--- src/rtl/dm_playback_ctrl.sv ---
// Playback sequencer for the 1-bit delta-modulation decoder.
// Buffers encode bytes in a 2-deep FIFO and serialises them at the sample rate.
module dm_playback_ctrl #(
  parameter int SAMPLE_DIV = 2268,
  parameter bit MSB_FIRST  = 1'b1
) (
  input  logic       CLK100MHZ,
  input  logic       reset,
  input  logic       enable,
  input  logic [7:0] in_data,
  input  logic       in_valid,
  output logic       in_ready,
  output logic       dec_encode,
  output logic       dec_start,
  output logic       dec_reset,
  output logic       busy,
  output logic [7:0] underrun_cnt
);

  typedef enum logic [1:0] {
    IDLE,
    CLEAR,
    RUN
  } state_e;

  localparam logic [15:0] DIV_MAX = 16'(SAMPLE_DIV - 1);

  state_e      state_q, state_d;
  logic [7:0]  fifo0_q, fifo0_d;
  logic [7:0]  fifo1_q, fifo1_d;
  logic [1:0]  cnt_q, cnt_d;
  logic [7:0]  sh_q, sh_d;
  logic [3:0]  left_q, left_d;
  logic [15:0] div_q, div_d;
  logic        enc_q, enc_d;
  logic        start_q, start_d;
  logic        drst_q, drst_d;
  logic [7:0]  urun_q, urun_d;

  logic       push;
  logic       pop;
  logic       tick;
  logic       leave;
  logic       cur_bit;
  logic [7:0] sh_next;

  assign in_ready     = (state_q != IDLE) && (cnt_q < 2'd2);
  assign busy         = (state_q != IDLE);
  assign dec_encode   = enc_q;
  assign dec_start    = start_q;
  assign dec_reset    = drst_q;
  assign underrun_cnt = urun_q;

  assign push  = in_valid && in_ready;
  assign pop   = (left_q == 4'd0) && (cnt_q != 2'd0);
  assign tick  = (state_q == RUN) && (div_q == DIV_MAX);
  assign leave = (state_q == RUN) && !enable;

  assign cur_bit = MSB_FIRST ? sh_q[7] : sh_q[0];
  assign sh_next = MSB_FIRST ? {sh_q[6:0], 1'b0}
                             : {1'b0, sh_q[7:1]};

  always_comb begin
    state_d = state_q;
    unique case (state_q)
      IDLE:    if (enable) state_d = CLEAR;
      CLEAR:   state_d = RUN;
      RUN:     if (!enable) state_d = IDLE;
      default: state_d = IDLE;
    endcase
  end

  always_comb begin
    fifo0_d = fifo0_q;
    fifo1_d = fifo1_q;
    cnt_d   = cnt_q;
    if (leave) begin
      cnt_d = 2'd0;
    end else begin
      unique case (1'b1)
        push && pop: begin
          fifo0_d = in_data;
        end
        push && !pop: begin
          if (cnt_q == 2'd0) fifo0_d = in_data;
          else               fifo1_d = in_data;
          cnt_d = cnt_q + 2'd1;
        end
        !push && pop: begin
          fifo0_d = fifo1_q;
          cnt_d   = cnt_q - 2'd1;
        end
        default: ;
      endcase
    end
  end

  // A tick with bits pending emits; a tick with nothing loaded is an underrun.
  always_comb begin
    sh_d    = sh_q;
    left_d  = left_q;
    enc_d   = enc_q;
    start_d = 1'b0;
    urun_d  = urun_q;
    if (leave) begin
      left_d = 4'd0;
    end else if (pop) begin
      sh_d   = fifo0_q;
      left_d = 4'd8;
      if (tick && urun_q != 8'hFF) urun_d = urun_q + 8'd1;
    end else if (tick) begin
      if (left_q != 4'd0) begin
        enc_d   = cur_bit;
        start_d = 1'b1;
        sh_d    = sh_next;
        left_d  = left_q - 4'd1;
      end else if (urun_q != 8'hFF) begin
        urun_d = urun_q + 8'd1;
      end
    end
    if ((state_q == IDLE && enable) || state_q == CLEAR)
      urun_d = 8'd0;
  end

  always_comb begin
    drst_d = (state_q == IDLE) && enable;
    div_d  = 16'd0;
    if (state_q == RUN && !leave)
      div_d = (div_q == DIV_MAX) ? 16'd0 : div_q + 16'd1;
  end

  always_ff @(posedge CLK100MHZ or negedge reset) begin
    if (!reset) begin
      state_q <= IDLE;
      fifo0_q <= 8'd0;
      fifo1_q <= 8'd0;
      cnt_q   <= 2'd0;
      sh_q    <= 8'd0;
      left_q  <= 4'd0;
      div_q   <= 16'd0;
      enc_q   <= 1'b0;
      start_q <= 1'b0;
      drst_q  <= 1'b0;
      urun_q  <= 8'd0;
    end else begin
      state_q <= state_d;
      fifo0_q <= fifo0_d;
      fifo1_q <= fifo1_d;
      cnt_q   <= cnt_d;
      sh_q    <= sh_d;
      left_q  <= left_d;
      div_q   <= div_d;
      enc_q   <= enc_d;
      start_q <= start_d;
      drst_q  <= drst_d;
      urun_q  <= urun_d;
    end
  end

endmodule

--- config.mk ---
export PLATFORM = sky130hd
export DESIGN_NAME = dm_playback_ctrl
export DESIGN_NICKNAME = d
export VERILOG_FILES = /design/src/rtl/dm_playback_ctrl.sv
export SDC_FILE = /design/constraint.sdc
export NUM_CORES = 1
export LEC_CHECK = 0
export ABC_AREA = 1
export CORE_MARGIN = 8
export CORE_UTILIZATION = 40
export DETAILED_ROUTE_END_ITERATION = 7
export PLACE_DENSITY_LB_ADDON = 0.15
export SLEW_MARGIN = 20
export SYNTH_ARGS = -nofsm -noshare
export SYNTH_HDL_FRONTEND = slang
export SYNTH_SLANG_ARGS = --single-unit
--- constraint.sdc ---
create_clock -name CLK100MHZ -period 4 [get_ports CLK100MHZ]
set_input_delay 1 -clock CLK100MHZ [delete_from_list [all_inputs] [get_ports CLK100MHZ]]
set_output_delay 1 -clock CLK100MHZ [all_outputs]
set_load 0.02 [all_outputs]
Yosys cells after proc, flatten, opt, wreduce, memory -nomap -nowiden:

Index checks and enable logic that the tools add are counted.

* output and inout bits: 13
* bits in registers: 59
* word-level logic and storage cells: 94
* input bits: 12

* muxes and demuxes: 27
* $lt $le $gt $ge: 1
* bitwise logic cells: 3
* equality and inequality tests: 10
* reductions and logical operators: 37
* $add $sub $neg: 5

Operators by type and width (number)
* 8-bit 2-to-1 mux: 11
* 16-bit 2-to-1 mux: 2
* 8-bit one-hot mux with 3 select lines: 1
* 3-bit nonzero test: 6
* 16-bit by 1-bit adder with 16-bit output (second input constant): 1
* 16-bit by 12-bit == test with 1-bit output (second input constant): 1
* 4-bit 2-to-1 mux: 4
* 1-bit logical AND: 11
* 3-bit AND reduction: 3
* 8-bit by 1-bit adder with 8-bit output (second input constant): 1
* 8-bit inequality test (second input constant): 1
* 2-bit nonzero test: 4
* 2-bit 2-to-1 mux: 3
* 2-bit one-hot mux with 3 select lines: 1
* 5-bit AND reduction: 1
* 1-bit zero test: 4
* 2-bit zero test: 2
* 4-bit zero test: 1
* 1-bit 2-to-1 mux: 4
* 2-bit by 1-bit inequality test with 1-bit output (second input constant): 2
* 2-bit inequality test (second input constant): 2
* 2-bit one-hot mux with 2 select lines: 1
* 2-bit AND reduction: 2
* 4-bit AND reduction: 1
* other kinds (11): 13

Longest topological paths before layout:

* word-level depth: 7
* gate-level depth with buffers: 10
* mapped depth without buffers: 10

Worst setup path before layout:

Ideal clock, no wire load.

* path kind: input port to flip-flop
* start: input port enable
* end: register left_q[3]
* data required time: 3883 ps
* cell stages on the path: 7
* slack: 2120 ps
* library setup time: 117 ps
* arrival: 1763 ps
* buffers on the path: 1
* cell sequence: inv_1 nand2_2 nand2_1 buf_2 nand2_2 nand2_1 nand2_1

* word-level cells in the longest chain between the ends: 4
* elaborated cells on any way between the ends: 6
* those cells by class: mux (1); reduce/logical (5)

Ends and longest elaborated chain
* start: declaration: line 9 `input logic enable,`
* 1-bit zero test (*)
* 1-bit logical AND (*): line 57 `assign leave = (state_q == RUN) && !enable;`
* 3-bit nonzero test (no line)
* 2-bit AND reduction (no line)
* end signal: assignment: line 151 `left_q <= left_d;`
* end: declaration: line 33 `logic [3:0] left_q, left_d;`

Mark *: on every way between the ends. The rest lies on a longest branch, timed or not.
A chain may end at the register's enable or synchronous reset.

Worst setup path after layout:

* start: register state_q[0]
* end: output port busy

* word-level cells in the longest chain between the ends: 1

Ends and longest elaborated chain
* start: declaration: line 28 `state_e state_q, state_d;`
* start signal: assignment: line 146 `state_q <= state_d;`
* 2-bit nonzero test: line 48 `assign busy = (state_q != IDLE);`
* end: declaration: line 16 `output logic busy,`

No other way between the ends.

==> impl_metrics.ini <==
[logic_synthesis]
synth-simple-area-share_pct = 32.0
synth_top_cell_by_area = dfrtp_1
synth_edf_count = 0
ys_ff_latch = 59
async_reset_ff_share_pct = 100
synth_top_family_by_area = simple AND/OR/NAND/NOR gates
synth.area.mux_share_pct = 0
syn_avg_cell_area_um2 = 7.69
syn_inst = 410
synthXorXnorAreaFrac_pct = 2.50
synth-seq-area-share_pct = 46.8
synth_top_cell_area_share_pct = 46.8
synthTopCellsByArea = dfrtp_1, nand2_1, inv_1
yosys_most_used_dff = dfrtp_1
synth_warnings = 0
netlist_area_um2 = 3150
ys_types = 34
synth_nets = 426
synthAdderAreaFrac_pct = 1.59
synth_compound_area_share_pct = 8.34

[cells_and_area]
drive_gt1_share_pct = 8.35
n_antenna_cell = 0
multi_input_area_um2 = 1400
fillers = 775
num-nets-final = 454
area_growth_pct = 17.3
regArea_um2 = 1480

[clocking]
cts_buffers = 9
clkSinkCount = 59
clk_transition_reported_paths_ps = 70
ctsHoldBuffers = 0
cts_resized = 0
root_buffer = clkbuf_8
cts_buffer_depth = 2
h-tree-depth = 3
cts_setup_buffers = 0
clk_latency_ps = 340
cts_tree = done

[place]
gp_congestion = 0.881
preCtsSetupSlack_ps = 1150
hpwl_um = 4840
portBuffers = 24

[timing]
clock_skew_ps = 8.51
slew_headroom_pct = 46.9
worst_pin_slew_ps = 797
period_minus_slack_ps = 2730
timing.fmax_mhz = 366
drv_slew = 0
setup_ws_ps = 1270
hold_ws_ps = 470
setup_violations = 0
period_share_pct = 68.3
rsz0062_at_grt = false
fin_setup_tns_ps = 0
hold_viol_final = 0

[route]
drt_iter0_drc = 100
via_per_inst = 4.77
dr_total_vias = 2602
wire_per_inst_um = 12.2
drtAntennaViolNets = 0
drc = 0
first_pass_iters = 4
drt-total-wl_um = 6630

[status]
status = complete, no violations

[worst_setup_path]
cp-end-kind = output pin
crit_chain = nor2_2 -> inv_1 -> clkdlybuf4s50_1
ff2ff_setup_slack_ps = 2100
critPathArrivalTime_ps = 1730
reg2regPathDepth = 8
path_depth = 3
critical_path.startpoint = state_q[0]$_DFFE_PN0P_
max_stage_delay_ps = 570
cpLargestDelayFamily = buffers and inverters
r2r-end = fifo1_q[2]$_DFFE_PN0P_
cp_num_buf_inv = 2
cp-start-kind = flip-flop
r2r-start = left_q[0]$_DFFE_PN0P_
critPathSlowestCell = clkdlybuf4s50_1
crit_type = reg -> out
cp_max_fo = 4
critPathRequiredTime_ps = 3000

[power_and_ir_drop]
p_int_uw = 1350
p_leak_uw = 0.00176
finalPower_uw = 2220
clockPowerShare_pct = 27.8
ir_drop_mv = 0.302
pwr-share-comb_pct = 35.5
switching_power_uw = 872
power_density_nw_per_um2 = 602
seqPwrFrac_pct = 36.8
swShare_pct = 39.2

[grt]
globalRoute.totalOverflow = 0
antenna_found_initial = 0
grt_max_degree = 37
grt_util_all_layers_pct = 12.9
grt_pass1_vias = 2513
grt_pass1_wl_um = 11600

[die]
die_x_um = 105
dieArea_um2 = 11000
pin_count = 25
initial_utilization_pct = 41.0
core_um2 = 7690
die_h_um = 105
rows = 32

[min_path]
hold_class = reg -> reg
holdPathStages = 1
whs_endpoint = div_q[0]$_DFF_PN0_
holdCritStartpoint = div_q[0]$_DFF_PN0_

[run]
drv_cap = 0
worst reg2reg max path: stages (launching register included):
cell and delay [ps]:
dfrtp_1 380, inv_1 90, ha_1 210, nand3_2 140, nor2_4 60, inv_2 200, nand2_2 110, nor3_4 410
o21ai_0 150
cell type report:
class                   count  area share (%)
repair buffers             25            6.56
multi-input cells         283            37.9
clock buffers               9            3.35
inverters                  60            6.09
well taps                 102            3.45
clock inverters             7            2.74
flip-flops and latches     59            39.9
stage by stage:
stage                     std cells  util (%)  instance area, µm²
after floorplan                 410         -                3150
after global placement          529      45.2                3470
after detailed placement        529      45.2                3470
after CTS                       545      48.1                3700
after global routing            545      48.1                3700
final                           545      48.1                3700
sequential cells by signal, summed over array words and instances (netlist names), 2 cells and up:
signal / count
left_q: 4
sh_q: 8
state_q: 2
underrun_cnt: 8
fifo1_q: 8
cnt_q: 2
div_q: 16
fifo0_q: 8
synthesized netlist by cell type (all sizes together) (2+ instances only):
cell,n
dfrtp,59
a21oi,2
xor2,8
ha,4
nor3,12
nand4,13
nand3,29
buf,7
nor2,43
o21ai,46
inv,60
nand2,119
cells by family (layout without fill, tap and decap cells):
group / count (synthesis) / count (layout)
buffers and inverters: 68 / 101
xor gates and xnor gates: 9 / 9
adders and majority gates: 4 / 4
DFF: 59 / 59
and+or+nand+nor: 221 / 221
AOI/OAI and AO/OA: 49 / 49
routing by layer:
| metal | global-route usage, % | wire length [µm] |
|---|---|---|
| met1 | 16.3 | 3210 |
| met2 | 19.9 | 3060 |
| met3 | 4.36 | 280 |
| met4 | 4.59 | 78 |
| met5 | 0 | 0 |
layout by cell type (no fill, tap or decap), types with 2 or more instances in the layout:
cell type        netlist  layout
nand2_1              114     114
dfrtp_1               59      59
inv_1                 58      58
nor2_1                38      38
o21ai_0               34      34
nand3_1               27      27
clkdlybuf4s50_1        0      23
nand4_1               12      12
nor3_1                11      11
o21ai_1               10      10
clkbuf_8               0       9
xor2_1                 8       8
nor2_4                 4       4
nand2_2                4       4
ha_1                   4       4
inv_2                  2       2
a21oi_1                2       2
nand3_2                2       2
clkinv_4               0       2
bufinv_16              0       2
clkinvlp_4             0       2
worst max-delay path by stage:
stage and to:
6_report busy, 3_3_place_gp fifo0_q[6]$_DFFE_PN0P_, 2_1_floorplan left_q[3]$_DFFE_PN0P_, 3_5_place_dp fifo0_q[5]$_DFFE_PN0P_
5_1_grt busy, 4_1_cts busy
power by group through the flow:
stage | registers (µW) | clock network [µW] | logic [µW]
2_1_floorplan | 821 | 0 | 630
3_3_place_gp | 829 | 0 | 791
3_5_place_dp | 831 | 0 | 798
4_1_cts | 818 | 635 | 805
5_1_grt | 834 | 659 | 922
6_report | 818 | 618 | 789
Note: power is estimated with default switching activity, not from simulation.
